<file path="config.mk">
export PLATFORM = sky130hd
export DESIGN_NAME = spi_shift_register
export DESIGN_NICKNAME = d
export VERILOG_FILES = /design/src/rtl/spi_pkg.sv /design/src/rtl/spi_edge_select.sv /design/src/rtl/spi_shift_register.sv
export SDC_FILE = /design/constraint.sdc
export NUM_CORES = 1
export LEC_CHECK = 0
export ABC_AREA = 1
export CAP_MARGIN = 10
export CORE_MARGIN = 2
export CORE_UTILIZATION = 48
export CTS_CLUSTER_SIZE = 30
export DETAILED_ROUTE_END_ITERATION = 16
export PLACE_DENSITY_LB_ADDON = 0.12
export SLEW_MARGIN = 10
export SYNTH_ARGS = -nofsm -noshare
export SYNTH_HDL_FRONTEND = slang
export SYNTH_SLANG_ARGS = --single-unit
export TNS_END_PERCENT = 5
</file>
<file path="constraint.sdc">
create_clock -name PCLK -period 1.55 [get_ports PCLK]
set_clock_uncertainty 0.1 [all_clocks]
set_input_delay 0.2325 -clock PCLK [delete_from_list [all_inputs] [get_ports PCLK]]
set_output_delay 0.2325 -clock PCLK [all_outputs]
set_load 0.01 [all_outputs]
</file>
<file path="src/rtl/spi_pkg.sv">
// Shared types and helpers for the SPI shift-register data path.
package spi_pkg;

  typedef enum logic [1:0] {
    IDLE  = 2'd0,
    SHIFT = 2'd1,
    DONE  = 2'd2
  } state_t;

  localparam int unsigned SPI_DATA_W = 8;

  // Position within the frame of the k-th transferred bit.
  function automatic int unsigned bit_idx(input logic lsbfe, input int unsigned k,
                                          input int unsigned w);
    return lsbfe ? k : (w - 1 - k);
  endfunction

endpackage

</file>
<file path="src/rtl/spi_edge_select.sv">
// Picks the active send/sample strobe pair from the latched cpol^cpha.
module spi_edge_select
  import spi_pkg::*;
(
  input  logic sel,
  input  logic mosi_send_sclk_i,
  input  logic mosi_send_sclk0_i,
  input  logic miso_receive_sclk_i,
  input  logic miso_receive_sclk0_i,
  output logic send_stb,
  output logic recv_stb
);

  always_comb begin
    send_stb = sel ? mosi_send_sclk0_i    : mosi_send_sclk_i;
    recv_stb = sel ? miso_receive_sclk0_i : miso_receive_sclk_i;
  end

endmodule

</file>
<file path="src/rtl/spi_shift_register.sv">
// SPI master shift register: serialises TX onto MOSI, deserialises MISO into RX.
// Optional self-test loopback (RX samples mosi_o) under SPI_SHIFT_LOOPBACK_EN.
module spi_shift_register
  import spi_pkg::*;
#(
  parameter int unsigned DATA_W = SPI_DATA_W
) (
  input  logic              PCLK,
  input  logic              PRESET_n,
  input  logic              ss_i,
  input  logic              send_data_i,
  input  logic              lsbfe_i,
  input  logic              cpol_i,
  input  logic              cpha_i,
  input  logic              mosi_send_sclk_i,
  input  logic              mosi_send_sclk0_i,
  input  logic              miso_receive_sclk_i,
  input  logic              miso_receive_sclk0_i,
  input  logic [DATA_W-1:0] data_mosi_i,
  input  logic              miso_i,
  input  logic              loop_i,
  output logic              mosi_o,
  output logic [DATA_W-1:0] data_miso_o,
  output logic              busy_o,
  output logic              done_o
);

  localparam int unsigned CNT_W = $clog2(DATA_W) + 1;
  localparam int unsigned IDX_W = $clog2(DATA_W);
  localparam logic [CNT_W-1:0] CNT_ONE  = CNT_W'(1);
  localparam logic [CNT_W-1:0] CNT_FULL = CNT_W'(DATA_W);
  localparam logic [CNT_W-1:0] CNT_LAST = CNT_W'(DATA_W - 1);

  state_t            state, state_nxt;
  logic [DATA_W-1:0] tx_reg, rx_reg, rx_nxt;
  logic [CNT_W-1:0]  tx_cnt, rx_cnt;
  logic              lsbfe_q, sel_q;
  logic              send_stb, recv_stb, start, rx_bit;
  logic [IDX_W-1:0]  load_idx, tx_idx, rx_idx;

  spi_edge_select u_edge_select (
    .sel                  (sel_q),
    .mosi_send_sclk_i     (mosi_send_sclk_i),
    .mosi_send_sclk0_i    (mosi_send_sclk0_i),
    .miso_receive_sclk_i  (miso_receive_sclk_i),
    .miso_receive_sclk0_i (miso_receive_sclk0_i),
    .send_stb             (send_stb),
    .recv_stb             (recv_stb)
  );

`ifdef SPI_SHIFT_LOOPBACK_EN
  assign rx_bit = loop_i ? mosi_o : miso_i;
`else
  logic unused_loop;
  assign unused_loop = loop_i;
  assign rx_bit      = miso_i;
`endif

  always_comb begin
    start    = send_data_i & ~ss_i;
    load_idx = IDX_W'(bit_idx(lsbfe_i, 0, DATA_W));
    tx_idx   = IDX_W'(bit_idx(lsbfe_q, 32'(tx_cnt), DATA_W));
    rx_idx   = IDX_W'(bit_idx(lsbfe_q, 32'(rx_cnt), DATA_W));
    rx_nxt         = rx_reg;
    rx_nxt[rx_idx] = rx_bit;
  end

  always_ff @(posedge PCLK) begin
    if (!PRESET_n) state <= IDLE;
    else           state <= state_nxt;
  end

  always_comb begin
    state_nxt = state;
    busy_o    = 1'b0;
    done_o    = 1'b0;
    case (state)
      IDLE:  if (start) state_nxt = SHIFT;
      SHIFT: begin
        busy_o = 1'b1;
        if (ss_i)                              state_nxt = IDLE;
        else if (recv_stb && rx_cnt == CNT_LAST) state_nxt = DONE;
      end
      DONE: begin
        done_o    = 1'b1;
        state_nxt = IDLE;
      end
      default: state_nxt = IDLE;
    endcase
  end

  always_ff @(posedge PCLK) begin
    if (!PRESET_n) begin
      mosi_o      <= 1'b0;
      data_miso_o <= '0;
      tx_reg      <= '0;
      rx_reg      <= '0;
      tx_cnt      <= '0;
      rx_cnt      <= '0;
      lsbfe_q     <= 1'b0;
      sel_q       <= 1'b0;
    end else begin
      case (state)
        IDLE: if (start) begin
          tx_reg  <= data_mosi_i;
          rx_reg  <= '0;
          lsbfe_q <= lsbfe_i;
          sel_q   <= cpol_i ^ cpha_i;
          rx_cnt  <= '0;
          if (cpha_i) begin
            tx_cnt <= '0;
          end else begin
            mosi_o <= data_mosi_i[load_idx];
            tx_cnt <= CNT_ONE;
          end
        end
        SHIFT: begin
          if (ss_i) begin
            mosi_o <= 1'b0;
            tx_cnt <= '0;
            rx_cnt <= '0;
          end else begin
            if (send_stb && tx_cnt < CNT_FULL) begin
              mosi_o <= tx_reg[tx_idx];
              tx_cnt <= tx_cnt + CNT_ONE;
            end
            // Publish the word with its final bit merged so it is valid alongside done_o.
            if (recv_stb) begin
              rx_reg <= rx_nxt;
              rx_cnt <= rx_cnt + CNT_ONE;
              if (rx_cnt == CNT_LAST) data_miso_o <= rx_nxt;
            end
          end
        end
        DONE: begin
          tx_cnt <= '0;
          rx_cnt <= '0;
        end
        default: ;
      endcase
    end
  end

endmodule

</file>
# ---- Yosys cells after proc, flatten, opt, wreduce, memory -nomap -nowiden
# Index checks and enable logic that the tools add are counted.
dict set report op_classes {
  magnitude_cmp 5
  multipliers 0
  reduce_logical 13
  n_div 0
  mux 36
  n_shift 0
  n_eq_ne 10
  bitwise_logic 3
  n_addsub 4
}
# cell count
set op_table {}
lappend op_table {{2-to-1 mux 4 bit} 6}
lappend op_table {{2-to-1 mux 8 bit} 3}
lappend op_table {{one-hot mux 4 bit (3 select lines)} 2}
lappend op_table {{one-hot mux 8 bit (2 select lines)} 1}
lappend op_table {{< comparator 3 x 4 -> 1 bit (second input constant)} 3}
lappend op_table {{2-to-1 mux 1 bit} 12}
lappend op_table {{AND reduction 4 bit} 3}
lappend op_table {{2-to-1 mux 3 bit} 3}
lappend op_table {{inequality test 3 bit (second input constant)} 3}
lappend op_table {{adder 4 x 1 -> 4 bit (second input constant)} 2}
lappend op_table {{bitwise mux 8 bit} 1}
lappend op_table {{inequality test 2 bit (second input constant)} 4}
lappend op_table {{binary-select mux 1 bit (select 3 bit)} 2}
lappend op_table {{2-to-1 mux 2 bit} 3}
lappend op_table {{AND reduction 3 bit} 2}
lappend op_table {{subtractor 3 bit (first input constant)} 2}
lappend op_table {{equality test 4 x 3 -> 1 bit (second input constant)} 1}
lappend op_table {{< comparator 4 bit (second input constant)} 1}
lappend op_table {{one-hot mux 2 bit (2 select lines)} 1}
lappend op_table {{AND reduction 2 bit} 2}
lappend op_table {{demux 1 bit (select 3 bit)} 1}
lappend op_table {{>= comparator 3 x 1 -> 1 bit (second input constant)} 1}
lappend op_table {{logical AND 1 bit} 3}
lappend op_table {{nonzero test 3 bit} 1}
lappend op_table {{8 further kinds} 8}
dict set report word_totals {
  reg_bits 37
  inputBits 21
  mem_bits_rw 0
  output_inout_bits 11
  rom_bits 0
  n_memories 0
  latchBits 0
  wordCells 80
}

# ---- Longest topological paths before layout
dict set report logic_depth {
  ltp_word 10
  depth_mapped 11
  mapped_depth_nobuf 11
}

# ---- Modules after synthesis
# Synthesis repeated with hierarchy kept, for this count alone.
dict set report unflattened {
  cells_unflattened 286
  area_unflattened_um2 2026.9
}
# module cells_per_inst seq_area_each_um2 n_inst area_each_um2
set modules_own_cells {}
lappend modules_own_cells {spi_shift_register 279 740.7 1 2000.7}
lappend modules_own_cells {spi_edge_select 7 0.0 1 26.3}

# ---- Worst setup path before layout
# OpenSTA, ideal clock, no wires.
dict set report synth_path {
  path_type {register -> register}
  from {register state[1]}
  to {register rx_cnt[3]}
  path_buffers 0
  period_less_slack_ps 1658
  arrival_time_ps 1443
  path_stages_with_launch 10
  setup_ps 115
  path_slack_ps -108
  required_ps 1335
  cell_sequence {dfxtp_1 > inv_1 > ha_1 > inv_1 > nor2_4 > inv_1 > nor2_1 > nor3_1 > xnor2_1 > nor2_1}
}
dict set report synth_via {
  elab_chain_len 3
  word_cells_on_any_way 8
  cone_classes {4 x eq/ne; 1 x mux; 3 x reduce/logical}
}
# item line
set synth_rtl {}
lappend synth_rtl {{start, declared} spi_shift_register.sv:34} ;# state_t state, state_nxt;
lappend synth_rtl {{start signal, assigned} spi_shift_register.sv:70} ;# else state <= state_nxt;
lappend synth_rtl {{equality test 2 x 1 -> 1 bit (tied with other cells)} spi_shift_register.sv:103} ;# case (state)
lappend synth_rtl {{inequality test 3 bit (no source line) (tied with other cells)} n/a}
lappend synth_rtl {{AND reduction 3 bit (no source line)} n/a}
lappend synth_rtl {{end signal, assigned} spi_shift_register.sv:130} ;# rx_cnt <= rx_cnt + CNT_ONE;
lappend synth_rtl {{end, declared} spi_shift_register.sv:36} ;# logic [CNT_W-1:0] tx_cnt, rx_cnt;
# Several ways; a longest one is shown, not always the timed one.
# A chain may end at the register's enable or synchronous reset.

# ---- Final worst setup path
dict set report layout_path {
  from {register lsbfe_q}
  to {register rx_reg[7]}
}
dict set report layout_via {
  elab_chain_len 9
  word_cells_on_any_way 10
  cone_classes {2 x order compare; 7 x mux; 1 x reduce/logical}
}
# item line
set layout_rtl {}
lappend layout_rtl {{start, declared} spi_shift_register.sv:37} ;# logic lsbfe_q, sel_q;
lappend layout_rtl {{start signal, assigned} spi_shift_register.sv:107} ;# lsbfe_q <= lsbfe_i;
lappend layout_rtl {{2-to-1 mux 3 bit *} spi_pkg.sv:15} ;# return lsbfe ? k : (w - 1 - k);
lappend layout_rtl {{< comparator 3 x 4 -> 1 bit (implied by the code) / >= comparator 3 x 1 -> 1 bit (equally long branches)} spi_shift_register.sv:65} ;# rx_nxt[rx_idx] = rx_bit;
lappend layout_rtl {{logical AND 1 bit (implied by the code)} spi_shift_register.sv:65}
lappend layout_rtl {{2-to-1 mux 1 bit (implied by the code)} spi_shift_register.sv:65}
lappend layout_rtl {{demux 1 bit (select 3 bit) *} spi_shift_register.sv:65}
lappend layout_rtl {{bitwise mux 8 bit *} spi_shift_register.sv:65}
lappend layout_rtl {{2-to-1 mux 8 bit *} spi_shift_register.sv:128} ;# if (recv_stb) begin
lappend layout_rtl {{2-to-1 mux 8 bit *} spi_shift_register.sv:118} ;# if (ss_i) begin
lappend layout_rtl {{one-hot mux 8 bit (2 select lines) *} spi_shift_register.sv:103}
lappend layout_rtl {{end signal, assigned} spi_shift_register.sv:129} ;# rx_reg <= rx_nxt;
lappend layout_rtl {{end, declared} spi_shift_register.sv:35} ;# logic [DATA_W-1:0] tx_reg, rx_reg, rx_nxt;
# Every way passes the cells marked *; elsewhere a longest branch is shown, timed or not. The select of a mux whose other input is x is not followed.

==> results.ini <==
[status]
run_status=complete, no violations

[drt]
initialDrtViolationCount=75
detailedRoute.firstPassIterationCount=4
route.detailed.drc=0
avg_vias_per_cell=4.952
postRouteWirelength_um=4389
vias=1862
route.detailed.wl_per_inst_um=11.67
antenna_violating_nets_post_route=0

[sta]
layout_worst_path_cycle_share=0.9957
grt_setup_unrepaired=true
final_count_of_negative_setup_slack_endpoints=0
worst_max_slew_margin_expressed_relative_to_the_limit=0.6872
worst_slew_pin_slew_ns=0.4687
period_minus_slack_ns=1.543
finalHoldViolations=0
maxClockFrequency_mhz=647.9
pins_over_slew_limit=0

[placed_design]
gp_congestion=0.8081
numPortBuffers=30
place_inst=366
hpwlAfterDp_um=3241

[worst_setup_path]
crit_chain=buf_12 -> xnor2_1 -> nand3_1 -> o21ai_1 -> nand2_1 -> a21oi_1
worst-endpoint-required_ns=1.66
cp_num_buf_inv=1
cp.arrival_ns=1.65
worstPathMaxFanout=11
critical-path-top-delay-family=compound AO/OA/AOI/OAI gates
path_depth=6
critical-path-max-stage-delay_ns=0.33
timing.critical_path.slowest_stage_cell=sky130_fd_sc_hd__dfxtp_2
endpoint_kind=flop
reg2reg_depth=6
criticalPathCategory=flop to flop
cp-start-kind=flop

[synth]
post_synth.cell_area_avg_um2=7.174
synth_seq_area_share=0.3768
synth_compound_area_frac=0.1840
synth_cells=274
combinational_family_with_the_most_area_after_synthesis=simple AND/OR/NAND/NOR gates
synth_cell_types=29
postSynthNetCount=301
netlist.top_cell.by_area=sky130_fd_sc_hd__dfxtp_1
synthMuxAreaShare=0.005729
yosysTopAreaCellShare=0.3768
adder_cell_share_of_the_synthesized_area=0.03819
synthesis.area_mm2=0.001966
share_of_synthesized_cell_area_in_and_or_nand_and_nor_gates=0.2489
synth-xor-area-share=0.05602
synth-seq-cells=37
synth.yosys.warnings=0
ys_top_cells_by_area=sky130_fd_sc_hd__dfxtp_1 (38%), sky130_fd_sc_hd__nand2_1 (11%), sky130_fd_sc_hd__inv_1 (7.3%), sky130_fd_sc_hd__nand3_1 (7.1%), sky130_fd_sc_hd__a21oi_1 (6.4%)

[layout]
final_cell_count_no_fill=376
num-nets-final=353
n_diodes=0
n_fill_cell=355
areaGrowthSynthToFinish_pct=35.20
regArea_um2=747.0
multi_input_comb_area_mm2=0.001119
drive_above_1_share=0.1871

[grt]
grt_start_max_net_pins=21
grt_util_all_layers=0.2127
grt_first_pass_wirelength_um=7272
grt_antenna_before_repair=0
globalRouteOverflowTotal=0
number_of_global_route_vias_before_repair=1669

[clocking]
cts.hold.buffers_added=0
path_clk_slew_ns=0.07
insertion_delay_ns=0.28
cts_buffers=5
htreeDepth=2
cts_tree=built
cts_sinks=37
clock_tree.buffer_depth=2
clock_tree.root_cell=sky130_fd_sc_hd__clkbuf_8

[die]
number_of_rows_in_the_core_area=23
ios=32
design.die.area_mm2=0.004623
vert_die_dim_um=67.99
dieWidth_um=67.99
placeableCoreArea_mm2=0.003971
floorplan.initialDensity=0.4950

[run]
maxCapViolCount=0

[worst_hold_path]
hold_depth=2
hold_class=flop to flop

[power_and_ir_drop]
power_density_mw_per_mm2=859.7
ir_drop_mv=0.5196
static-leakage-power_nw=1.169
report.power.total_mw=2.285

-- cells in the mapped netlist --
cell type	instances
sky130_fd_sc_hd__nand2_1	56
sky130_fd_sc_hd__inv_1	38
sky130_fd_sc_hd__dfxtp_1	37
sky130_fd_sc_hd__nand3_1	28
sky130_fd_sc_hd__a21oi_1	25
sky130_fd_sc_hd__o21ai_0	21
sky130_fd_sc_hd__nor2_1	12
sky130_fd_sc_hd__o21ai_1	10
sky130_fd_sc_hd__o21a_1	8
sky130_fd_sc_hd__ha_1	6
sky130_fd_sc_hd__xnor2_1	6
sky130_fd_sc_hd__nor3_1	4
sky130_fd_sc_hd__clkbuf_1	3
sky130_fd_sc_hd__nand2_2	3
sky130_fd_sc_hd__xor2_2	3
sky130_fd_sc_hd__a211oi_1	1
sky130_fd_sc_hd__a31oi_1	1
sky130_fd_sc_hd__buf_1	1
sky130_fd_sc_hd__buf_2	1
sky130_fd_sc_hd__buf_6	1
sky130_fd_sc_hd__inv_2	1
sky130_fd_sc_hd__mux2_2	1
sky130_fd_sc_hd__nand3_2	1
sky130_fd_sc_hd__nand3b_1	1
sky130_fd_sc_hd__nor2_4	1
sky130_fd_sc_hd__nor2_8	1
sky130_fd_sc_hd__o211ai_1	1
sky130_fd_sc_hd__or2_2	1
sky130_fd_sc_hd__xor2_1	1
-- cells by family (layout without fill, tap and decap cells) --
kind of cell	count (synthesis)	in the layout
multiplexers	1	1
buffers and inverters	45	97
adder cells (fa/ha/maj)	6	6
AO/OA/AOI/OAI	67	67
flip-flops	37	37
AND/OR/NAND/NOR	108	108
XOR/XNOR	10	10
-- worst register-to-register path, cell delays in order, from the launching register on --
cell and delay (ns):
sky130_fd_sc_hd__dfxtp_2 0.33, sky130_fd_sc_hd__buf_12 0.15, sky130_fd_sc_hd__xnor2_1 0.33, sky130_fd_sc_hd__nand3_1 0.15
sky130_fd_sc_hd__o21ai_1 0.20, sky130_fd_sc_hd__nand2_1 0.09, sky130_fd_sc_hd__a21oi_1 0.14
-- metal layers --
layer | wire length (µm) | vias up | GRT usage
met5 | 0 | - | 0
met4 | 106 | 0 | 0.1000
met3 | 138 | 9 | 0.03947
met2 | 2057 | 26 | 0.3410
met1 | 2086 | 832 | 0.2754
li1 | - | 995 | -
-- cells in the final DEF, fill, tap and decap left out, types with 2 or more instances in the layout --
cell,n
sky130_fd_sc_hd__a21oi_1,25
sky130_fd_sc_hd__buf_12,2
sky130_fd_sc_hd__buf_4,17
sky130_fd_sc_hd__buf_6,2
sky130_fd_sc_hd__clkbuf_8,6
sky130_fd_sc_hd__clkdlybuf4s50_1,27
sky130_fd_sc_hd__dfxtp_1,32
sky130_fd_sc_hd__dfxtp_2,5
sky130_fd_sc_hd__ha_1,4
sky130_fd_sc_hd__ha_4,2
sky130_fd_sc_hd__inv_1,33
sky130_fd_sc_hd__inv_2,2
sky130_fd_sc_hd__inv_4,4
sky130_fd_sc_hd__nand2_1,53
sky130_fd_sc_hd__nand2_2,5
sky130_fd_sc_hd__nand3_1,28
sky130_fd_sc_hd__nor2_1,11
sky130_fd_sc_hd__nor2_4,2
sky130_fd_sc_hd__nor3_1,4
sky130_fd_sc_hd__o21a_1,8
sky130_fd_sc_hd__o21ai_0,12
sky130_fd_sc_hd__o21ai_1,16
sky130_fd_sc_hd__o21ai_2,3
sky130_fd_sc_hd__xnor2_1,4
sky130_fd_sc_hd__xnor2_2,2
sky130_fd_sc_hd__xor2_2,3
-- cell type report --
cell class	count	share of cell area
well taps	50	0.02354
flip-flops and latches	37	0.2811
multi-input cells	192	0.4209
inverters	39	0.05885
clock buffers	7	0.03249
repair buffers	51	0.1831
-- through the flow --
step,setup TNS [ns],utilization,setup WS (ns),hold slack [ns],instance area [µm²]
2_1_floorplan,0,-,0.03130,0.3168,1978
3_3_place_gp,-4.273,0.6219,-0.2020,0.3427,2470
3_5_place_dp,-5.455,0.6219,-0.2527,0.3455,2470
4_1_cts,-0.008855,0.6446,-0.005666,0.3566,2560
5_1_grt,-1.336,0.6692,-0.09236,0.3745,2658
6_report,0,0.6692,0.006668,0.3537,2658
-- worst paths after layout --
| path | from | slack, ns | endpoint |
|---|---|---|---|
| setup / recovery | lsbfe_q | 0.007 | rx_reg[7] |
| hold / removal | tx_reg[6] | 0.35 | tx_reg[6] |
| hold reg to reg | tx_reg[6] | 0.35 | tx_reg[6] |
| setup reg to reg | lsbfe_q | 0.007 | rx_reg[7] |
-- where the power goes --
| group | internal [mW] | total, mW | switching, mW |
|---|---|---|---|
| Clock | 0.353 | 0.671 | 0.318 |
| Combinational | 0.270 | 0.589 | 0.318 |
| Sequential | 0.995 | 1.03 | 0.0306 |
| Total | 1.62 | 2.28 | 0.667 |
-- timing repair --
action | in CTS | in global routing
endpoints found under the setup margin | 23 | 32
resized for setup | 11 | 32
setup buffers | 0 | 3
pin swaps | 0 | 7
(Power assumes the default switching activity.)
